### src/rtl/limbus_sysid_pkg.sv
`default_nettype none
// ============================================================================
// Module      : limbus_sysid_pkg
// Description : Register map and field constants shared by the limbus
//               system-identification peripheral.
// Revision    : 1.0 - initial release
// ============================================================================
package limbus_sysid_pkg;

    localparam logic [3:0] c_ADDR_ID        = 4'd0;
    localparam logic [3:0] c_ADDR_TIMESTAMP = 4'd1;
    localparam logic [3:0] c_ADDR_CAPS      = 4'd2;
    localparam logic [3:0] c_ADDR_SCRATCH   = 4'd3;
    localparam logic [3:0] c_ADDR_UPTIME_LO = 4'd4;
    localparam logic [3:0] c_ADDR_UPTIME_HI = 4'd5;
    localparam logic [3:0] c_ADDR_STATUS    = 4'd6;
    localparam logic [3:0] c_ADDR_RSVD      = 4'd7;
    localparam logic [3:0] c_ADDR_USER_BASE = 4'd8;

    localparam logic [15:0] c_CAPS_MAGIC = 16'h5359;

    localparam int c_STATUS_ERR_BIT = 0;

endpackage : limbus_sysid_pkg
`default_nettype wire

### src/rtl/limbus_uptime_ctr.sv
`default_nettype none
// ============================================================================
// Module      : limbus_uptime_ctr
// Description : Prescaled free-running uptime counter with a high-word shadow
//               captured on snapshot, so a LO/HI read pair is coherent.
// Revision    : 1.0 - initial release
// ============================================================================
module limbus_uptime_ctr #(
    parameter int UPTIME_W = 48,
    parameter int TICK_DIV = 1
) (
    input  logic        clk,
    input  logic        rst_n,
    input  logic        i_snapshot,
    output logic [31:0] o_uptime_lo,
    output logic [31:0] o_shadow
);

    localparam int                 c_PRE_W    = (TICK_DIV > 1) ? $clog2(TICK_DIV) : 1;
    localparam logic [c_PRE_W-1:0] c_PRE_LAST = c_PRE_W'(TICK_DIV - 1);

    logic [c_PRE_W-1:0]  r_pre_q,    w_pre_d;
    logic [UPTIME_W-1:0] r_uptime_q, w_uptime_d;
    logic [31:0]         r_shadow_q, w_shadow_d;
    logic                w_tick;

    always_comb begin
        w_tick     = (r_pre_q == c_PRE_LAST);
        w_pre_d    = w_tick ? '0 : r_pre_q + c_PRE_W'(1);
        w_uptime_d = w_tick ? r_uptime_q + UPTIME_W'(1) : r_uptime_q;
        // Shadow captures the upper bits on the same edge the LO word is sampled.
        w_shadow_d = i_snapshot ? 32'(r_uptime_q >> 32) : r_shadow_q;
    end

    always_ff @(posedge clk or negedge rst_n) begin
        if (!rst_n) begin
            r_pre_q    <= '0;
            r_uptime_q <= '0;
            r_shadow_q <= '0;
        end else begin
            r_pre_q    <= w_pre_d;
            r_uptime_q <= w_uptime_d;
            r_shadow_q <= w_shadow_d;
        end
    end

    assign o_uptime_lo = r_uptime_q[31:0];
    assign o_shadow    = r_shadow_q;

endmodule : limbus_uptime_ctr
`default_nettype wire

### src/rtl/limbus_sysid_ext.sv
`default_nettype none
// ============================================================================
// Module      : limbus_sysid_ext
// Description : Avalon-MM system-ID peripheral: ID, timestamp, capabilities,
//               scratch, coherent uptime, error status and user words.
// Revision    : 1.0 - initial release
// ============================================================================
module limbus_sysid_ext
    import limbus_sysid_pkg::*;
#(
    parameter logic [31:0] ID_VALUE       = 32'h0000_0000,
    parameter logic [31:0] TIMESTAMP      = 32'd1415705966,
    parameter int          NUM_USER_WORDS = 4,
    parameter logic [32*((NUM_USER_WORDS > 0) ? NUM_USER_WORDS : 1)-1:0] USER_WORDS = '0,
    parameter int          UPTIME_W       = 48,
    parameter int          TICK_DIV       = 1
) (
    input  logic        clock,
    input  logic        reset_n,
    input  logic [3:0]  address,
    input  logic        read,
    input  logic        write,
    input  logic [31:0] writedata,
    output logic [31:0] readdata,
    output logic        readdatavalid
);

    if (NUM_USER_WORDS > 8 || UPTIME_W < 33 || UPTIME_W > 64 || TICK_DIV < 1) begin : g_bad_params
        $error("limbus_sysid_ext: illegal parameter combination");
    end

    localparam logic [31:0] c_CAPS = {c_CAPS_MAGIC, 8'(UPTIME_W), 8'(NUM_USER_WORDS)};

    logic [31:0] w_user [8];

    for (genvar k = 0; k < 8; k++) begin : g_user
        if (k < NUM_USER_WORDS) begin : g_used
            assign w_user[k] = USER_WORDS[32*k +: 32];
        end else begin : g_unused
            assign w_user[k] = '0;
        end
    end

    logic [31:0] r_readdata_q, w_readdata_d;
    logic        r_rdv_q,      w_rdv_d;
    logic [31:0] r_scratch_q,  w_scratch_d;
    logic        r_err_q,      w_err_d;

    logic        w_rd_ok, w_wr_ok, w_collide;
    logic        w_wr_scratch, w_wr_status;
    logic        w_err_set, w_err_clr, w_snapshot;
    logic [31:0] w_rdata, w_status, w_uptime_lo, w_shadow;

    limbus_uptime_ctr #(
        .UPTIME_W (UPTIME_W),
        .TICK_DIV (TICK_DIV)
    ) u_uptime (
        .clk         (clock),
        .rst_n       (reset_n),
        .i_snapshot  (w_snapshot),
        .o_uptime_lo (w_uptime_lo),
        .o_shadow    (w_shadow)
    );

    always_comb begin
        // A read colliding with a write performs neither access.
        w_collide    = read & write;
        w_rd_ok      = read & ~write;
        w_wr_ok      = write & ~read;
        w_snapshot   = w_rd_ok && (address == c_ADDR_UPTIME_LO);
        w_wr_scratch = w_wr_ok && (address == c_ADDR_SCRATCH);
        w_wr_status  = w_wr_ok && (address == c_ADDR_STATUS);
        w_err_set    = w_collide | (w_wr_ok & ~w_wr_scratch & ~w_wr_status);
        w_err_clr    = w_wr_status & writedata[c_STATUS_ERR_BIT];

        w_status                   = '0;
        w_status[c_STATUS_ERR_BIT] = r_err_q;

        case (address)
            c_ADDR_ID:        w_rdata = ID_VALUE;
            c_ADDR_TIMESTAMP: w_rdata = TIMESTAMP;
            c_ADDR_CAPS:      w_rdata = c_CAPS;
            c_ADDR_SCRATCH:   w_rdata = r_scratch_q;
            c_ADDR_UPTIME_LO: w_rdata = w_uptime_lo;
            c_ADDR_UPTIME_HI: w_rdata = w_shadow;
            c_ADDR_STATUS:    w_rdata = w_status;
            c_ADDR_RSVD:      w_rdata = '0;
            default:          w_rdata = (address >= c_ADDR_USER_BASE) ? w_user[address[2:0]] : '0;
        endcase

        w_rdv_d      = w_rd_ok;
        w_readdata_d = w_rd_ok ? w_rdata : r_readdata_q;
        w_scratch_d  = w_wr_scratch ? writedata : r_scratch_q;
        // Set takes priority over a clear landing on the same edge.
        w_err_d      = w_err_set ? 1'b1 : (w_err_clr ? 1'b0 : r_err_q);
    end

    always_ff @(posedge clock or negedge reset_n) begin
        if (!reset_n) begin
            r_readdata_q <= '0;
            r_rdv_q      <= 1'b0;
            r_scratch_q  <= '0;
            r_err_q      <= 1'b0;
        end else begin
            r_readdata_q <= w_readdata_d;
            r_rdv_q      <= w_rdv_d;
            r_scratch_q  <= w_scratch_d;
            r_err_q      <= w_err_d;
        end
    end

    assign readdata      = r_readdata_q;
    assign readdatavalid = r_rdv_q;

endmodule : limbus_sysid_ext
`default_nettype wire

### config.mk
export PLATFORM = sky130hd
export DESIGN_NAME = limbus_sysid_ext
export DESIGN_NICKNAME = d
export VERILOG_FILES = /design/src/rtl/limbus_sysid_pkg.sv /design/src/rtl/limbus_uptime_ctr.sv /design/src/rtl/limbus_sysid_ext.sv
export SDC_FILE = /design/constraint.sdc
export NUM_CORES = 1
export LEC_CHECK = 0
export ABC_AREA = 1
export CORE_UTILIZATION = 57
export CTS_CLUSTER_SIZE = 14
export DETAILED_ROUTE_END_ITERATION = 10
export GPL_ROUTABILITY_DRIVEN = 0
export GPL_TIMING_DRIVEN = 0
export PLACE_DENSITY = 0.82
export SLEW_MARGIN = 5
export SYNTH_ARGS = -nofsm -noshare
export SYNTH_HDL_FRONTEND = slang
export SYNTH_HIERARCHICAL = 1
export SYNTH_SLANG_ARGS = --single-unit
### constraint.sdc
create_clock -name clock -period 1.7 [get_ports clock]
set_input_delay 0.17 -clock clock [delete_from_list [all_inputs] [get_ports clock]]
set_output_delay 0.17 -clock clock [all_outputs]
set_load 0.01 [all_outputs]
Word level (Yosys, flattened, before mapping)
Memories as Yosys holds them, arrays and structs flattened.
Index checks and enable logic that the tools add are counted.

word-level totals
  input port bits = 40
  memories = 1
  bits in registers = 131
  bits in latches = 0
  bits in read-only memories = 256
  word-level logic and storage cells = 44
  output and inout port bits = 33
  bits in writable memories = 0

operators by class
  bitwise gates (word level) = 12
  add/subtract/negate cells = 2
  reduce and logical (&&, ||, !) cells = 6
  equal/unequal tests = 7
  div/mod/pow operators = 0
  $lt $le $gt $ge = 2
  mux-type cells = 7
  shift operators = 0
  $mul = 0

memories
  memory            depth  width  read ports  clocked after Yosys merged registers in  wr ports  RTL line                RTL
  (name not given)  8      32     1           0                                        0         limbus_sysid_ext.sv:88  default: w_rdata = (address >= c_ADDR_USER_BASE) ? w_user[address[2:0]] : '0;

operators with widths
  operator                                                         count
  32-bit one-hot mux with 7 select lines                           1
  32-bit 2-to-1 mux                                                3
  48-bit by 1-bit adder with 48-bit output, second input constant  1
  4-bit by 3-bit == test with 1-bit output, second input constant  4
  4-bit by 2-bit == test with 1-bit output, second input constant  2
  4-bit greater-or-equal comparator, second input constant         2
  1-bit bitwise AND                                                6
  4-bit by 1-bit == test with 1-bit output, second input constant  1
  4-bit zero test                                                  1
  1-bit inverter                                                   4
  3-bit inverter with 4-bit output                                 1
  1-bit logical AND                                                3
  1-bit 2-to-1 mux                                                 3
  2-bit nonzero test                                               1
  2-bit OR reduction                                               1
  1-bit adder, second input constant                               1
  1-bit bitwise OR                                                 1

Logic depth before layout (Yosys ltp)
Gate-level depths: netlist of the first run.

  depth in word-level cells = 8
  gate-level depth with buffers = 8
  depth with buffers taken out = 8

By module
The synthesis of the first run kept the hierarchy.

by module, submodules not included
  module             seq. area each (µm²)  instances  area each (µm²)  cells an instance
  limbus_uptime_ctr  1,601.5               1          3,649.8          465
  limbus_sysid_ext   1,651.6               1          3,293.2          446

Least setup slack after synthesis of the first run
Ideal clock, no wire load.

  path kind = register to register
  start point = register u_uptime.r_uptime_q[0]
  end point = register u_uptime.r_uptime_q[30]
  library setup time = 0.121 ns
  required time = 1.579 ns
  stages on the path, launching flop included = 8
  buffers on the path = 0
  period minus slack after synthesis = 1.420 ns
  slack = 0.280 ns
  data arrival time = 1.299 ns
  cell sequence = dfrtp_1 ha_1 nand2_1 nor2_2 nand2_1 nor2_4 nand2_1 xor2_1

on the way
  word-level cells in the longest chain between the ends = 1

RTL lines
  item                                      RTL line                 RTL
  start, declared                           limbus_uptime_ctr.sv:23  logic [UPTIME_W-1:0] r_uptime_q, w_uptime_d;
  start signal, assigned                    limbus_uptime_ctr.sv:42  r_uptime_q <= w_uptime_d;
  48-bit by 1-bit adder with 48-bit output  limbus_uptime_ctr.sv:30  w_uptime_d = w_tick ? r_uptime_q + UPTIME_W'(1) : r_uptime_q;

Every way passes these cells.
A chain may end at the register's enable or synchronous reset.

Final worst setup path of the first run
  start point = input address[1]
  end point = register r_scratch_q[7]

on the way
  word-level cells in the longest chain between the ends = 2

RTL lines
  item                                      RTL line                 RTL
  start, declared                           limbus_sysid_ext.sv:20   input logic [3:0] address,
  4-bit by 2-bit == test with 1-bit output  limbus_sysid_ext.sv:71   w_wr_scratch = w_wr_ok && (address == c_ADDR_SCRATCH);
  1-bit logical AND                         limbus_sysid_ext.sv:71
  end signal, assigned                      limbus_sysid_ext.sv:107  r_scratch_q <= w_scratch_d;
  end, declared                             limbus_sysid_ext.sv:46   logic [31:0] r_scratch_q, w_scratch_d;

Every way passes these cells.

==> results.py, run 1 <==
metrics = {
    "detailed_routing": {
        "drt-pass1-iter-count": 6,
        "finalWirelength_um": 18430,
        "ant_nets": 0,
        "viasPerCell": 5.367,
        "avgRoutedWirePerCell_um": 15.65,
        "first_iter_violations": 552,
        "vias": 6322,
        "drc": 0,
    },
    "global_routing": {
        "grt_pass1_wl_um": 30040,
        "grt_use_total_pct": 31.52,
        "grt_max_degree": 85,
        "grt-ovfl-total": 0,
        "antenna_found_initial": 0,
        "grt_pass1_vias": 6164,
    },
    "placed_design": {
        "pre_cts_ws_ns": -0.4958,
        "portBuffers": 72,
        "dpl_cell_area_sq_um": 7928,
        "place_hpwl_um": 13300,
    },
    "sta": {
        "hold_viol": 0,
        "skew_ns": 0.005939,
        "drv_slew": 0,
        "clock.fmax_ghz": 0.6029,
        "fin_crit_sh_pct": 97.56,
        "finalHoldWorstSlack_ns": 0.2237,
        "period_minus_slack_ns": 1.659,
        "postLayoutSetupSlackWorst_ns": 0.04145,
        "tightest_slew_ns": 0.6165,
        "grt_setup_unrepaired": "false",
        "finalSetupViolCount": 0,
        "relSlewSlack_pct": 58.75,
    },
    "worst_hold_path": {
        "min_path_type": "in2async",
    },
    "synthesis": {
        "netlist_instances": 911,
        "synthFlopType": "dfrtp_1",
        "ys_async_sr_fraction_pct": 100.0,
        "synth_top_area_cell": "dfrtp_1",
        "synth_edf_count": 0,
        "syn_area_per_cell_sq_um": 7.621,
        "synth_top_cell_area_share_pct": 46.86,
        "ys_warn_count": 6,
        "ys_top_cells_by_area": "dfrtp_1 (47%), nand2_1 (19%), nand3_1 (7.6%), buf_4 (5.4%), nor2_1 (4.5%)",
        "ys_seq_area_share_pct": 46.86,
        "synth.ff_latch_count": 130,
        "synth_cell_types": 25,
        "syn_area_sq_um": 6943,
    },
    "critical_path": {
        "start_kind": "input pin",
        "crit_path_top_delay_cell": "clkdlybuf4s50_1",
        "r2r_slack_ns": 0.06,
        "r2r_cells": 6,
        "critPathKind": "in2reg",
        "cpMostUsedCell": "nand2_1",
        "worstPathArrival_ns": 1.98,
        "worst-path-max-fanout": 10,
        "endpoint_kind": "register",
        "worstPathRequired_ns": 2.02,
        "cp_slowest_stage_delay_ns": 0.64,
        "cp-startpoint": "address[1]",
        "r2r_end": "u_uptime/r_uptime_q[27]",
        "rr_startpoint": "u_uptime/r_uptime_q[11]",
        "crit_chain": "clkdlybuf4s50_1 > nand2_2 > nor2_4 > nand2_1 > buf_2 > nand2_1 > nand2_1",
    },
    "cells_and_area": {
        "syn2layout_area_growth_pct": 24.85,
        "n_antenna_cell": 0,
        "design_area_sq_um": 8668,
        "layout.nets": 1063,
        "final_layout_size_suffix_gt1_share_pct": 12.95,
    },
    "die": {
        "rows": 39,
        "initial_utilization_pct": 59.53,
        "die_w_um": 112.4,
        "dieHeight_um": 112.4,
        "dieArea_sq_um": 12630,
        "core_area_sq_um": 11660,
        "num_io_pins": 73,
    },
    "job": {
        "maxCapViolCount": 0,
    },
    "clock_network": {
        "insertion_delay_ns": 0.43,
        "cts.clk_slew.worst_paths_ns": 0.06,
        "cts.sinks": 130,
        "clockBufferDepth": 2,
        "cts.root.buffer_cell": "clkbuf_16",
        "h-tree-depth": 4,
        "cts_buffers": 17,
        "cts_tree": "yes",
    },
    "power": {
        "vdd_drop_max_uv": 866.0,
        "powerDensity_nw_per_um2": 989.9,
        "p_leak_nw": 4.196,
        "power.total_mw": 8.580,
    },
    "outcome": {
        "status": "finished, final reports clean",
    },
}
==> through the flow <==
step	util [%]	TNS, ns	instances
after global placement	67.73	-616.87	1141
after detailed placement	67.98	-22.59	1142
after floorplan	-	0	926
final	74.33	0	1178
after global routing	74.33	0	1178
after CTS	73.97	0	1175
==> synthesized netlist by cell type, types with 6 or more instances <==
| cell type | count |
|---|---|
| o211ai_1 | 13 |
| buf_2 | 13 |
| nand3_1 | 106 |
| nand2_2 | 7 |
| clkbuf_1 | 13 |
| o21ai_0 | 10 |
| nor2_2 | 10 |
| buf_4 | 50 |
| xnor2_1 | 10 |
| nand2_1 | 350 |
| xor2_1 | 20 |
| dfrtp_1 | 130 |
| inv_1 | 46 |
| nor2_1 | 83 |
| nand4_1 | 16 |
| a21oi_1 | 17 |
| nor2_4 | 6 |
==> layout make-up <==
type	instances	area (sq um)
timing repair buffer	77	794.5
clock buffer	19	452.9
inverter	47	176.4
buffer	78	500.5
tap	143	178.9
clock inverter	13	230.2
sequential	130	3254
multi-input combinational	671	3080
fill	887	2994
==> registers in the layout (all words and copies together), names as in the netlist <==
signal,count
u_uptime/o_shadow,16
u_uptime/r_uptime_q,48
readdatavalid,1
r_err_q,1
r_scratch_q,32
readdata,32
==> what timing repair did <==
| action | 4_1_cts | 5_1_grt |
|---|---|---|
| pin swaps | 1 | 1 |
| endpoints found under the setup margin | 26 | 24 |
| hold buffers | 1 | 0 |
| setup buffers | 0 | 3 |
| hold endpoints to repair | 46 | 0 |
| resized for setup | 2 | 7 |
==> routing by layer <==
metal	vias up	global-route usage (%)	part of all wire, %
met5	-	0	0
met4	0	16.53	4.5
met3	55	8.801	7.3
met2	283	49.86	47
met1	2934	39.69	42
li1	3050	-	-
==> how the worst max path moves through the flow <==
| stage | endpoint |
|---|---|
| floorplan | u_uptime/r_uptime_q[30] |
| CTS | u_uptime/r_uptime_q[30] |
| finish | r_scratch_q[7] |
| global placement | readdata[14] |
| detailed placement | u_uptime/o_shadow[12] |
| global route | u_uptime/r_uptime_q[22] |
==> cell families after synthesis <==
| kind of cell | synth area share [%] |
|---|---|
| fa+ha+maj | 0.1802 |
| compound gates | 3.460 |
| buf+inv | 9.696 |
| flops | 46.86 |
| simple gates | 35.97 |
| other cells | 0.05401 |
| xor+xnor | 3.784 |
==> cells in the final DEF (no fill, tap or decap), types with 13 or more instances in the layout <==
master	n
clkbuf_16	17
conb_1	16
o211ai_1	13
nand3_1	106
nor2_1	83
buf_2	13
nand2_1	350
buf_4	52
clkdlybuf4s50_1	71
inv_1	46
xor2_1	20
dfrtp_1	129
nand4_1	16
a21oi_1	17
==> critical path, delay by kind of cell <==
family | cells | cell delay, ns
buffers and inverters | 2 | 0.92
and+or+nand+nor | 5 | 0.87
==> report_power, final <==
group	internal [mW]	switching [mW]	leakage, nW	total (mW)
clock	2.83	1.40	0.326	4.23
combinational	0.358	0.433	2.15	0.792
sequential	3.38	0.179	1.73	3.56
Note: power is estimated with default switching activity, not from simulation.
==> inputs of run 2 (changes only) <==
--- a/config.mk
+++ b/config.mk
@@ -10,7 +10,6 @@
 export CTS_CLUSTER_SIZE = 14
 export DETAILED_ROUTE_END_ITERATION = 10
 export GPL_ROUTABILITY_DRIVEN = 0
-export GPL_TIMING_DRIVEN = 0
 export PLACE_DENSITY = 0.82
 export SLEW_MARGIN = 5
 export SYNTH_ARGS = -nofsm -noshare
==> run 2 against run 1 <==
Compared with the run above: first-iteration DRC count up 7.8%; flip-flop and latch count unchanged; clock-buffer cell count up 1; total power down 2.3%; design area down 2.9%; clock skew about the same; sequential share of layout area up 1.1 points; die area unchanged; clock power down 4%; critical endpoint is now u_uptime/r_uptime_q[30]; largest cell class unchanged; largest power group unchanged; highest routed layer unchanged.
==> results.py, run 2 (synthesis results as in run 1) <==
metrics = {
    "sta": {
        "grt_setup_unrepaired": "false",
        "postLayoutSetupSlackWorst_ns": 0.07557,
        "period_minus_slack_ns": 1.624,
        "hold_viol": 0,
        "skew_ns": 0.005532,
        "drv_slew": 0,
        "clock.fmax_ghz": 0.6156,
        "setup-tns-final_ns": 0,
        "fin_crit_sh_pct": 95.55,
        "finalSetupViolCount": 0,
    },
    "detailed_routing": {
        "vias": 6235,
        "ant_nets": 0,
        "viasPerCell": 5.527,
        "wl_met1_um": 7402,
        "wl_met3_um": 1204,
        "avgRoutedWirePerCell_um": 15.70,
        "met2WireLength_um": 8277,
        "drc": 0,
        "drt-pass1-iter-count": 8,
        "first_iter_violations": 595,
        "finalWirelength_um": 17720,
        "top_layer": "met4",
    },
    "clock_network": {
        "cts.sinks": 130,
        "cts_buffers": 17,
        "cts.clk_slew.worst_paths_ns": 0.05,
        "post_cts_buffers": 0,
        "h-tree-depth": 4,
        "cts.root.buffer_cell": "clkbuf_16",
        "cts_tree": "yes",
        "clockBufferDepth": 2,
        "insertion_delay_ns": 0.42,
    },
    "power": {
        "p_leak_nw": 3.994,
        "vdd_drop_max_uv": 644.9,
        "power_frac_seq_pct": 42.4,
        "swShare_pct": 22.65,
        "clkPwrFrac_pct": 48.2,
        "power_switching_mw": 1.898,
        "pwr-share-comb_pct": 9.4,
        "internal_power_mw": 6.482,
        "powerDensity_nw_per_um2": 996.0,
    },
    "global_routing": {
        "grt_use_total_pct": 30.00,
        "grt-ovfl-total": 0,
        "grt_pass1_wl_um": 29150,
        "antenna_found_initial": 0,
        "grt_max_degree": 78,
        "grt_pass1_vias": 5965,
    },
    "critical_path": {
        "crit_chain": "ha_1 > nand2_1 > nor2_2 > nand2_1 > nor2_4 > nand2_1 > xor2_1",
        "start_kind": "register",
        "critPathKind": "reg2reg",
        "worstPathRequired_ns": 2.00,
        "cp_slowest_stage_delay_ns": 0.38,
        "crit_path_top_delay_cell": "dfrtp_1",
        "cpMostUsedCell": "nand2_1",
        "worst-path-max-fanout": 7,
        "worstPathArrival_ns": 1.92,
        "endpoint_kind": "register",
        "path_buf_inv": 0,
        "critical-path-top-delay-family": "simple AND/OR/NAND/NOR gates",
    },
    "placed_design": {
        "place_hpwl_um": 12550,
        "pre_cts_ws_ns": 0.03502,
        "portBuffers": 72,
        "dpl_cell_area_sq_um": 7755,
    },
    "cells_and_area": {
        "layout.nets": 1014,
        "largest_register_ff_count": 48,
        "syn2layout_area_growth_pct": 21.19,
        "final_layout_size_suffix_gt1_share_pct": 9.442,
        "mostFrequentLayoutCells": "nand2_1 (350), dfrtp_1 (130), nand3_1 (106)",
        "largest-register": "u_uptime/r_uptime_q",
        "n_antenna_cell": 0,
        "mostFrequentLayoutCell": "nand2_1",
        "design_area_sq_um": 8414,
    },
    "die": {
        "dieArea_sq_um": 12630,
        "core_area_sq_um": 11660,
        "num_io_pins": 73,
        "dieHeight_um": 112.4,
        "die_w_um": 112.4,
        "initial_utilization_pct": 59.53,
        "rows": 39,
    },
    "outcome": {
        "status": "finished, final reports clean",
    },
    "job": {
        "maxCapViolCount": 0,
    },
    "worst_hold_path": {
        "min_path_type": "in2async",
    },
}
[run 2: area by class of cell]
cell class              instances  area [sq um]
clock buffers                  20         436.7
inverters                      47         176.4
multi-input cells             671          3083
flip-flops and latches        130          3253
fillers                       877          3248
well taps                     143         178.9
repair buffers                106          1076
clock inverters                11         210.2
[run 2: worst paths after layout]
kind | start | endpoint | slack (ns) | cells after the start
hold reg to reg | r_scratch_q[21] | r_scratch_q[21] | 0.47 | 2
min in group clock | writedata[5] | r_scratch_q[5] | 0.30 | 3
setup / recovery | u_uptime/r_uptime_q[1] | u_uptime/r_uptime_q[30] | 0.08 | 7
max in group asynchronous | reset_n | r_scratch_q[20] | 1.05 | 3
setup reg to reg | u_uptime/r_uptime_q[1] | u_uptime/r_uptime_q[30] | 0.08 | 7
hold / removal | reset_n | u_uptime/r_uptime_q[46] | 0.29 | 3
[run 2: power groups by stage]
stage	registers, mW	clock network, mW	logic (mW)
finish	3.56	4.04	0.789
detailed placement	3.60	0	0.783
CTS	3.55	4.07	0.794
global placement	3.59	0	0.766
global route	3.58	4.22	0.887
floorplan	3.58	0	0.376
[run 2: worst register-to-register path, cell delays in order (launching register included)]
cell     delay, ns
dfrtp_1       0.38
ha_1          0.22
nand2_1       0.08
nor2_2        0.13
nand2_1       0.15
nor2_4        0.26
nand2_1       0.13
xor2_1        0.17
[run 2: routing by layer]
layer  up-vias  global-route usage, %
met1      2945                  38.51
met2       271                  47.58
met5         -                      0
li1       2952                      -
met4         0                  15.20
met3        67                  7.397
[run 2: timing repair]
item | in CTS | in global routing
endpoints found under the hold margin | 130 | 0
gates resized for setup | 0 | 1
endpoints found under the setup margin | 0 | 4
hold buffers | 1 | 0
[run 2: stage by stage]
step	std cells	hold slack, ns	power [mW]	utilization, %
floorplan	926	-0.1256	3.953	-
global placement	1096	0.1972	4.357	66.50
detailed placement	1096	0.1979	4.381	66.50
CTS	1128	0.2974	8.413	72.13
global route	1128	0.3179	8.690	72.15
finish	1128	0.2852	8.381	72.15
